`config.mk`:
```
export PLATFORM = sky130hd
export DESIGN_NAME = fft_bfly_r2
export DESIGN_NICKNAME = d
export VERILOG_FILES = /design/src/rtl/fft_pkg.sv /design/src/rtl/fft_bfly_r2_cmul_q88.sv /design/src/rtl/fft_bfly_r2.sv
export SDC_FILE = /design/constraint.sdc
export NUM_CORES = 2
export LEC_CHECK = 0
export CAP_MARGIN = 20
export CORE_MARGIN = 8
export CORE_UTILIZATION = 50
export DETAILED_ROUTE_END_ITERATION = 8
export PLACE_DENSITY = 0.69
export SETUP_SLACK_MARGIN = 0.02
export SLEW_MARGIN = 20
export SYNTH_ARGS = -nofsm -noshare
export SYNTH_HDL_FRONTEND = slang
export SYNTH_SLANG_ARGS = --single-unit
```
`constraint.sdc`:
```
create_clock -name i_clk -period 35.9 [get_ports i_clk]
set_input_delay 5.385 -clock i_clk [delete_from_list [all_inputs] [get_ports i_clk]]
set_output_delay 5.385 -clock i_clk [all_outputs]
set_load 0.01 [all_outputs]
```
`src/rtl/fft_pkg.sv`:
```
// Shared Q-format constants, complex-word type and rounding/saturation helpers
// for the FFT datapath.
package fft_pkg;
    localparam int FRAC_BITS = 8;
    localparam logic signed [15:0] ONE     = 16'sh0100;
    localparam logic signed [15:0] SAT_MAX = 16'sh7FFF;
    localparam logic signed [15:0] SAT_MIN = 16'sh8000;

    typedef struct packed {
        logic signed [15:0] re;
        logic signed [15:0] im;
    } cplx_t;

    // Intermediate results are carried sign-extended at this width.
    typedef logic signed [63:0] wide_t;

    function automatic logic ovf(input wide_t v, input int w);
        wide_t hi;
        hi = (64'sd1 <<< (w - 1)) - 64'sd1;
        return (v > hi) || (v < (-hi - 64'sd1));
    endfunction

    // Round half-up, then arithmetic shift right.
    function automatic wide_t rnd_shr(input wide_t v, input int sh);
        return (v + (64'sd1 <<< (sh - 1))) >>> sh;
    endfunction
endpackage

```
`src/rtl/fft_bfly_r2_cmul_q88.sv`:
```
// Stages S1-S3 of the butterfly: operand/twiddle capture, product register,
// then rounded and saturated W*B, with A delayed alongside.
module cmul_q88
    import fft_pkg::*;
#(
    parameter int WORD_SIZE = 16
) (
    input  logic                 i_clk,
    input  logic                 i_rst,
    input  logic                 stall,
    input  logic                 in_valid,
    input  logic                 inv,
    input  logic [WORD_SIZE-1:0] a_re,
    input  logic [WORD_SIZE-1:0] a_im,
    input  logic [WORD_SIZE-1:0] b_re,
    input  logic [WORD_SIZE-1:0] b_im,
    input  logic [WORD_SIZE-1:0] w_re,
    input  logic [WORD_SIZE-1:0] w_im,
    output logic                 out_valid,
    output logic                 out_sat,
    output logic [WORD_SIZE-1:0] a_re_d,
    output logic [WORD_SIZE-1:0] a_im_d,
    output logic [WORD_SIZE-1:0] wb_re,
    output logic [WORD_SIZE-1:0] wb_im
);
    localparam int PW = 2 * WORD_SIZE;
    typedef logic signed [PW-1:0] prod_t;

    function automatic logic [WORD_SIZE-1:0] clamp(input wide_t v);
        if (ovf(v, WORD_SIZE))
            return v[63] ? {1'b1, {(WORD_SIZE-1){1'b0}}} : {1'b0, {(WORD_SIZE-1){1'b1}}};
        return v[WORD_SIZE-1:0];
    endfunction

    logic                 v1, v2, v3;
    logic                 s1, s2, s3;
    logic [WORD_SIZE-1:0] a1_re, a1_im, b1_re, b1_im, w1_re, w1_im;
    logic [WORD_SIZE-1:0] a2_re, a2_im, a3_re, a3_im, wb3_re, wb3_im;
    prod_t                p_rr, p_ii, p_ri, p_ir;

    // Conjugation negates W_im; only the most negative code can overflow.
    wide_t neg_im, sum_re, sum_im;
    assign neg_im = -wide_t'($signed(w_im));
    assign sum_re = rnd_shr(wide_t'(p_rr) - wide_t'(p_ii), FRAC_BITS);
    assign sum_im = rnd_shr(wide_t'(p_ri) + wide_t'(p_ir), FRAC_BITS);

    always_ff @(posedge i_clk or posedge i_rst) begin
        if (i_rst) begin
            {v1, v2, v3, s1, s2, s3} <= '0;
            {a1_re, a1_im, b1_re, b1_im, w1_re, w1_im} <= '0;
            {a2_re, a2_im, a3_re, a3_im, wb3_re, wb3_im} <= '0;
            {p_rr, p_ii, p_ri, p_ir} <= '0;
        end else if (!stall) begin
            // NOTE: non-blocking assignments so each stage reads the previous stage's pre-edge value.
            v1 <= in_valid;
            v2 <= v1;
            v3 <= v2;
            if (in_valid) begin
                a1_re <= a_re;
                a1_im <= a_im;
                b1_re <= b_re;
                b1_im <= b_im;
                w1_re <= w_re;
                w1_im <= inv ? clamp(neg_im) : w_im;
                s1    <= inv & ovf(neg_im, WORD_SIZE);
            end
            if (v1) begin
                p_rr  <= prod_t'($signed(b1_re)) * prod_t'($signed(w1_re));
                p_ii  <= prod_t'($signed(b1_im)) * prod_t'($signed(w1_im));
                p_ri  <= prod_t'($signed(b1_re)) * prod_t'($signed(w1_im));
                p_ir  <= prod_t'($signed(b1_im)) * prod_t'($signed(w1_re));
                a2_re <= a1_re;
                a2_im <= a1_im;
                s2    <= s1;
            end
            if (v2) begin
                wb3_re <= clamp(sum_re);
                wb3_im <= clamp(sum_im);
                a3_re  <= a2_re;
                a3_im  <= a2_im;
                s3     <= s2 | ovf(sum_re, WORD_SIZE) | ovf(sum_im, WORD_SIZE);
            end
        end
    end

    assign out_valid = v3;
    assign out_sat   = s3;
    assign a_re_d    = a3_re;
    assign a_im_d    = a3_im;
    assign wb_re     = wb3_re;
    assign wb_im     = wb3_im;
endmodule

```
`src/rtl/fft_bfly_r2.sv`:
```
// Radix-2 DIT butterfly X = A + W*B, Y = A - W*B with twiddle select,
// start-up hold, stall and optional output halving.
module fft_bfly_r2
    import fft_pkg::*;
#(
    parameter int WORD_SIZE = 16,
    parameter int SCALE     = 0
) (
    input  logic                 i_clk,
    input  logic                 i_rst,
    input  logic                 i_valid,
    output logic                 o_ready,
    input  logic                 i_stall,
    input  logic [WORD_SIZE-1:0] i_a_re,
    input  logic [WORD_SIZE-1:0] i_a_im,
    input  logic [WORD_SIZE-1:0] i_b_re,
    input  logic [WORD_SIZE-1:0] i_b_im,
    input  logic [2:0]           i_k,
    input  logic                 i_inv,
    input  logic [WORD_SIZE-1:0] i_tw0_re, i_tw0_im, i_tw1_re, i_tw1_im,
    input  logic [WORD_SIZE-1:0] i_tw2_re, i_tw2_im, i_tw3_re, i_tw3_im,
    input  logic [WORD_SIZE-1:0] i_tw4_re, i_tw4_im, i_tw5_re, i_tw5_im,
    input  logic [WORD_SIZE-1:0] i_tw6_re, i_tw6_im, i_tw7_re, i_tw7_im,
    output logic                 o_valid,
    output logic [WORD_SIZE-1:0] o_x_re,
    output logic [WORD_SIZE-1:0] o_x_im,
    output logic [WORD_SIZE-1:0] o_y_re,
    output logic [WORD_SIZE-1:0] o_y_im,
    output logic                 o_sat
);
    function automatic logic [WORD_SIZE-1:0] clamp(input wide_t v);
        if (ovf(v, WORD_SIZE))
            return v[63] ? {1'b1, {(WORD_SIZE-1){1'b0}}} : {1'b0, {(WORD_SIZE-1){1'b1}}};
        return v[WORD_SIZE-1:0];
    endfunction

    function automatic wide_t scaled(input wide_t v);
        return (SCALE != 0) ? rnd_shr(v, 1) : v;
    endfunction

    // The twiddle ROM is not valid on the first cycle out of reset; hold off two edges.
    logic [1:0] hold_cnt;
    logic       accept;

    always_ff @(posedge i_clk or posedge i_rst) begin
        if (i_rst)                 hold_cnt <= 2'd0;
        else if (hold_cnt != 2'd2) hold_cnt <= hold_cnt + 2'd1;
    end

    assign o_ready = (hold_cnt == 2'd2);
    assign accept  = i_valid & o_ready & ~i_stall;

    logic [WORD_SIZE-1:0] w_re, w_im;

    always_comb begin
        // NOTE: defaults first, so every path assigns w_re/w_im and no latch is inferred.
        w_re = i_tw0_re;
        w_im = i_tw0_im;
        case (i_k)
            3'd1: begin w_re = i_tw1_re; w_im = i_tw1_im; end
            3'd2: begin w_re = i_tw2_re; w_im = i_tw2_im; end
            3'd3: begin w_re = i_tw3_re; w_im = i_tw3_im; end
            3'd4: begin w_re = i_tw4_re; w_im = i_tw4_im; end
            3'd5: begin w_re = i_tw5_re; w_im = i_tw5_im; end
            3'd6: begin w_re = i_tw6_re; w_im = i_tw6_im; end
            3'd7: begin w_re = i_tw7_re; w_im = i_tw7_im; end
            default: ;
        endcase
    end

    logic                 v3, s3;
    logic [WORD_SIZE-1:0] a_re_d, a_im_d, wb_re, wb_im;

    cmul_q88 #(.WORD_SIZE(WORD_SIZE)) u_cmul (
        .i_clk    (i_clk),
        .i_rst    (i_rst),
        .stall    (i_stall),
        .in_valid (accept),
        .inv      (i_inv),
        .a_re     (i_a_re),
        .a_im     (i_a_im),
        .b_re     (i_b_re),
        .b_im     (i_b_im),
        .w_re     (w_re),
        .w_im     (w_im),
        .out_valid(v3),
        .out_sat  (s3),
        .a_re_d   (a_re_d),
        .a_im_d   (a_im_d),
        .wb_re    (wb_re),
        .wb_im    (wb_im)
    );

    wide_t x_re_w, x_im_w, y_re_w, y_im_w;
    assign x_re_w = scaled(wide_t'($signed(a_re_d)) + wide_t'($signed(wb_re)));
    assign x_im_w = scaled(wide_t'($signed(a_im_d)) + wide_t'($signed(wb_im)));
    assign y_re_w = scaled(wide_t'($signed(a_re_d)) - wide_t'($signed(wb_re)));
    assign y_im_w = scaled(wide_t'($signed(a_im_d)) - wide_t'($signed(wb_im)));

    always_ff @(posedge i_clk or posedge i_rst) begin
        if (i_rst) begin
            o_valid <= 1'b0;
            o_sat   <= 1'b0;
            {o_x_re, o_x_im, o_y_re, o_y_im} <= '0;
        end else if (!i_stall) begin
            o_valid <= v3;
            if (v3) begin
                o_x_re <= clamp(x_re_w);
                o_x_im <= clamp(x_im_w);
                o_y_re <= clamp(y_re_w);
                o_y_im <= clamp(y_im_w);
                o_sat  <= s3 | ovf(x_re_w, WORD_SIZE) | ovf(x_im_w, WORD_SIZE)
                             | ovf(y_re_w, WORD_SIZE) | ovf(y_im_w, WORD_SIZE);
            end
        end
    end
endmodule

```
# == Word-level counts from Yosys, hierarchy flattened ==
# Cells that the tools add are included.
# word_totals
ff_bits,394
output_inout_bits,67
word_cells,132
input_bits,328
# classes
bitwise_logic,10
n_mul,4
add_sub_neg,10
muxes,45
n_eq_ne,9
n_reduce_logical,11
n_lt_le_gt_ge,14
# op_table
operator,count
16-bit 2-to-1 mux,22
16-bit one-hot mux with 7 select lines,2
16-bit by 16-bit multiplier with 32-bit output,4
56-bit by 16-bit greater-than comparator with 1-bit output (second input constant),2
56-bit by 16-bit less-than comparator with 1-bit output (second input constant),2
33-bit by 9-bit adder with 34-bit output (second input constant),2
17-bit by 16-bit greater-than comparator with 1-bit output (second input constant),4
17-bit by 16-bit less-than comparator with 1-bit output (second input constant),4
64-bit by 16-bit greater-than comparator with 1-bit output (second input constant),1
64-bit by 16-bit less-than comparator with 1-bit output (second input constant),1
16-bit negator with 64-bit output,1
16-bit by 16-bit adder with 17-bit output,2
16-bit by 16-bit subtractor with 17-bit output,2
32-bit by 32-bit adder with 33-bit output,1
32-bit by 32-bit subtractor with 33-bit output,1
1-bit 2-to-1 mux,21
3-bit == test (second input constant),4
2-bit AND reduction,4
1-bit logical OR,7
3-bit by 2-bit == test with 1-bit output (second input constant),2
1-bit bitwise OR,6
1-bit bitwise AND,3
3-bit by 1-bit == test with 1-bit output (second input constant),1
2-bit by 1-bit adder with 2-bit output (second input constant),1
other kinds (3),3

# == Depth between registers and ports, before layout ==
# logic_depth
word_depth,10
mapped_depth,27
mapped_depth_nobuf,26

# == Modules after synthesis ==
# From an unflattened synthesis, not the netlist that was laid out.
# hier_totals
cells_unflattened,7407
area_unflattened_um2,64832.2
# by_module_without_submodules
module,area_per_inst_um2,instances,cells_per_inst,seq_area_each_um2
cmul_q88,56349.0,1,6330,8157.8
fft_bfly_r2,8483.1,1,1077,1701.6

# == Least setup slack after synthesis ==
# No wires, ideal clock.
# synth_timing
path_type,input -> register
start,in i_k[0]
end,reg u_cmul.w1_im[3]
setup_time_ns,0.137
arrival_ns,9.877
path_buffers,7
stages,22
path_slack_ns,25.886
required_ns,35.763
cell_sequence,buf_6 buf_6 buf_4 buf_4 mux4_2 mux2i_1 nand2_1 a21oi_1 clkbuf_1 clkbuf_1 nand3_1 ha_1 nor2b_1 nand4_1 nor4_1 inv_1 o311ai_4 and2_4 nand2_4 buf_6 o22ai_1 a21oi_1
# synth_via
elab_chain_len,10
word_cells_on_any_way,19
classes_between,1 x add/sub; 2 x order compare; 7 x eq/ne; 8 x mux; 1 x reduce/logical
# synth_lines
element,line_no,source
from (decl),fft_bfly_r2.sv:18,"input logic [2:0] i_k,"
"3-bit == test, or another cell as far along",fft_bfly_r2.sv:59,case (i_k)
16-bit one-hot mux with 7 select lines *,fft_bfly_r2.sv:59,
16-bit negator with 64-bit output,fft_bfly_r2_cmul_q88.sv:43,assign neg_im = -wide_t'($signed(w_im));
64-bit by 16-bit greater-than comparator with 1-bit output or 64-bit by 16-bit less-than comparator with 1-bit output (tied branches),fft_pkg.sv:20,return (v > hi) || (v < (-hi - 64'sd1));
1-bit logical OR,fft_pkg.sv:20,
1-bit 2-to-1 mux,fft_bfly_r2_cmul_q88.sv:30,"if (ovf(v, WORD_SIZE))"
1-bit 2-to-1 mux,fft_bfly_r2_cmul_q88.sv:58,if (in_valid) begin
1-bit 2-to-1 mux,fft_bfly_r2_cmul_q88.sv:53,end else if (!stall) begin
16-bit 2-to-1 mux,fft_bfly_r2_cmul_q88.sv:32,return v[WORD_SIZE-1:0];
16-bit 2-to-1 mux *,fft_bfly_r2_cmul_q88.sv:64,w1_im <= inv ? clamp(neg_im) : w_im;
to (signal assigned),fft_bfly_r2_cmul_q88.sv:64,
to (decl),fft_bfly_r2_cmul_q88.sv:37,"logic [WORD_SIZE-1:0] a1_re, a1_im, b1_re, b1_im, w1_re, w1_im;"
# Mark *: on every way between the ends. The rest lies on a longest branch, timed or not. The select of a mux whose other input is x is not followed.
# A chain may end at the register's enable or synchronous reset.

# == Worst setup path in the final report ==
# layout_timing
start,in i_k[0]
end,reg u_cmul.w1_im[5]
# The elaborated chain is that of the path after synthesis.

==> metrics.txt <==
outcome=completed; post-synthesis cell type count=97; crit path capture type=flip-flop; Num CTS Buffers=48; die height=374 um; DRT Wirelength=190,000 um; H-Tree Depth=2; placed cell count=8,943; max-cap violations=0; Core ar.=0.127 mm^2; worst path required time=36,440 ps; Register Area=0.00989 mm^2; Simple-Gate Fraction of Synth Area=0.157; Final TNS setup=0 ps; flops & latches, synth=394; CTS tree=built; input/output buffers=394; synthesized cell area=0.0640 mm^2; Hold Vio Cnt, Final=0; main combinational cell family by area after synthesis=adder cells; Non-Filler Instances=9,038; clk buf depth=3; largest net degree at the start of global routing=165; die area=0.140 mm^2; f_max=87.8 MHz; Detail Route Antenna Nets=0; HPWL after detailed placement=150,000 um; count leader, synth=inv_1; number of remaining DRC errors=0; Clock Skews=39.1 ps; clk sinks=394; Skew-Pair Late Insertion Delay=670 ps; Seq/Total Area, Yosys=0.154; post-layout util=0.559; GPL Wtd Cong=0.898; multiplexer share of the synthesized area=0.0214; layout cells sized above 1=0.0404; CTS clock-pin slew for the worst setup and hold paths=60 ps; CP Data Arrival Time=11,930 ps; first drt pass iteration count=5; asr flop ratio synth=1.00; Setup crit start kind=input port; Final nets=9,247; row cnt=131; top cell type by total area after synthesis=fa_1; Cells after Synth=7,143; vias in the first global route=52,300; DRT iter0 DRCs=3,068; Max Slew Vio Count=0; Final Cycle Share=0.317; fillcell total=11,500; endpoints failing setup=0; vias per std cell=5.39; Mapped Nets=9,058; Post-Synth XOR/XNOR Area=0.0330; IO Pins=395; WHS=463 ps; per-cell routed wire length=21.0 um; PostCTS Resize Cnt=0; initial antenna violation count=26; worst slew pin tran=1050 ps; Synth area leaders=fa_1 33%, dfrtp_1 15%, ha_1 10%; Synth Area in Compound Gates=0.0861; combined area of the multi-input logic cells=0.0474 mm^2; YS warnings=0; worst hold-check path type=reg2reg; initial cell density of the core=0.503; EDFF count, synth=0; slew margin rel.=0.300; Mapped Avg Cell Area=8.96 um^2; CP Max Fanout=40; Area Growth Syn to Fin=11.2%; WS Path Type=in2reg; Yosys top cell area share=0.329; Die X=374 um; Synth Flop Type=dfrtp_1; Commonest cells post-synth=1,432 x inv_1, 1,077 x nand2_1, 1,052 x fa_1; GRT overflow=0; Root Driver=clkbuf_16; Total GRT Usage=0.272; via count=48,700; post-CTS setup buffer count=0; Synth Area in Adders=0.443; hold buffers post-CTS=0; first-pass GRT wire length=300,000 um; Final Critical Period=11,380 ps; RSZ-0062 raised after global routing=false
-- stage by stage --
| stage | instance area (um^2) | setup WS, ps |
|---|---|---|
| final | 71200 | 24520 |
| after global routing | 71100 | 24090 |
| after CTS | 71100 | 24460 |
| after detailed placement | 69400 | 23750 |
| after global placement | 69400 | 23690 |
| after floorplan | 64000 | 19560 |
-- cell usage in the layout (no fill, tap or decap), types with 12 or more instances in the layout --
cell type / n
inv_1: 1431
nand2_1: 1077
fa_1: 1052
ha_1: 535
and2_1: 506
clkdlybuf4s50_1: 391
dfrtp_1: 373
o21ai_0: 285
nor2_1: 208
a21oi_1: 203
xnor2_1: 167
buf_4: 82
xor2_1: 74
a21o_1: 63
maj3_1: 60
nand2b_1: 58
mux2_2: 55
nand3_1: 53
clkbuf_16: 48
nor3_1: 41
o21bai_1: 35
mux2i_1: 33
nor2b_1: 32
a211oi_1: 31
nand3b_1: 29
o31ai_1: 26
and3_1: 22
dfrtp_2: 21
or3_1: 20
o21a_1: 18
a221oi_1: 18
mux4_2: 17
o22ai_1: 17
a31oi_1: 16
o221ai_1: 14
nand4_1: 13
o211ai_1: 12
-- sequential cells by signal, indices dropped and copies added, names as in the netlist, 32 cells and up --
signal,flops
u_cmul.p_ii,32
u_cmul.p_ir,32
u_cmul.p_ri,32
u_cmul.p_rr,32
-- critical path, cell delays in order --
cell,delay [ps]
buf_4,210
buf_4,490
buf_4,550
or2_2,340
o22ai_1,130
o32ai_2,400
nand4b_1,280
nor4_4,520
nand2_1,120
nor2_1,670
nand3_1,160
ha_1,240
nor4b_1,370
nand4_1,180
nor4_1,480
inv_1,150
o311ai_4,470
and2_4,260
nand2_4,110
o31ai_1,280
nor2_1,80
-- routing by layer --
metal	wire length, um	global-route usage
met1	73300	0.327
met2	91000	0.464
met3	15400	0.0671
met4	9770	0.117
met5	183	0
-- cell families after synthesis --
| logic type | after synthesis |
|---|---|
| compound gates | 866 |
| xor+xnor | 241 |
| fa+ha+maj | 1647 |
| buf+inv | 1773 |
| flops | 394 |
| mux | 107 |
| simple gates | 2115 |
-- final timing paths --
kind | from | end | slack (ps) | cells after the start
worst max-delay path | i_k[0] | u_cmul.w1_im[5] | 24520 | 21
worst min-delay path | u_cmul.a2_re[1] | u_cmul.a_re_d[1] | 460 | 2
worst max register to register | u_cmul.b1_im[7] | u_cmul.p_ii[31] | 27570 | 26
worst min register to register | u_cmul.a2_re[1] | u_cmul.a_re_d[1] | 460 | 2
max in group asynchronous | i_rst | u_cmul.b1_re[9] | 28360 | 4
min in group asynchronous | i_rst | u_cmul.a1_re[4] | 5270 | 2
-- layout make-up --
class                   instances  area share
flip-flops and latches        394       0.139
clock inverters                24     0.00594
multi-input cells            4976       0.667
diodes                          6    0.000211
repair buffers                477      0.0644
inverters                    1435      0.0758
clock buffers                  64      0.0187
well taps                    1662      0.0292
Power is not shown: default switching activity piles up to over one toggle a cycle in this logic, so the estimate is an artifact.
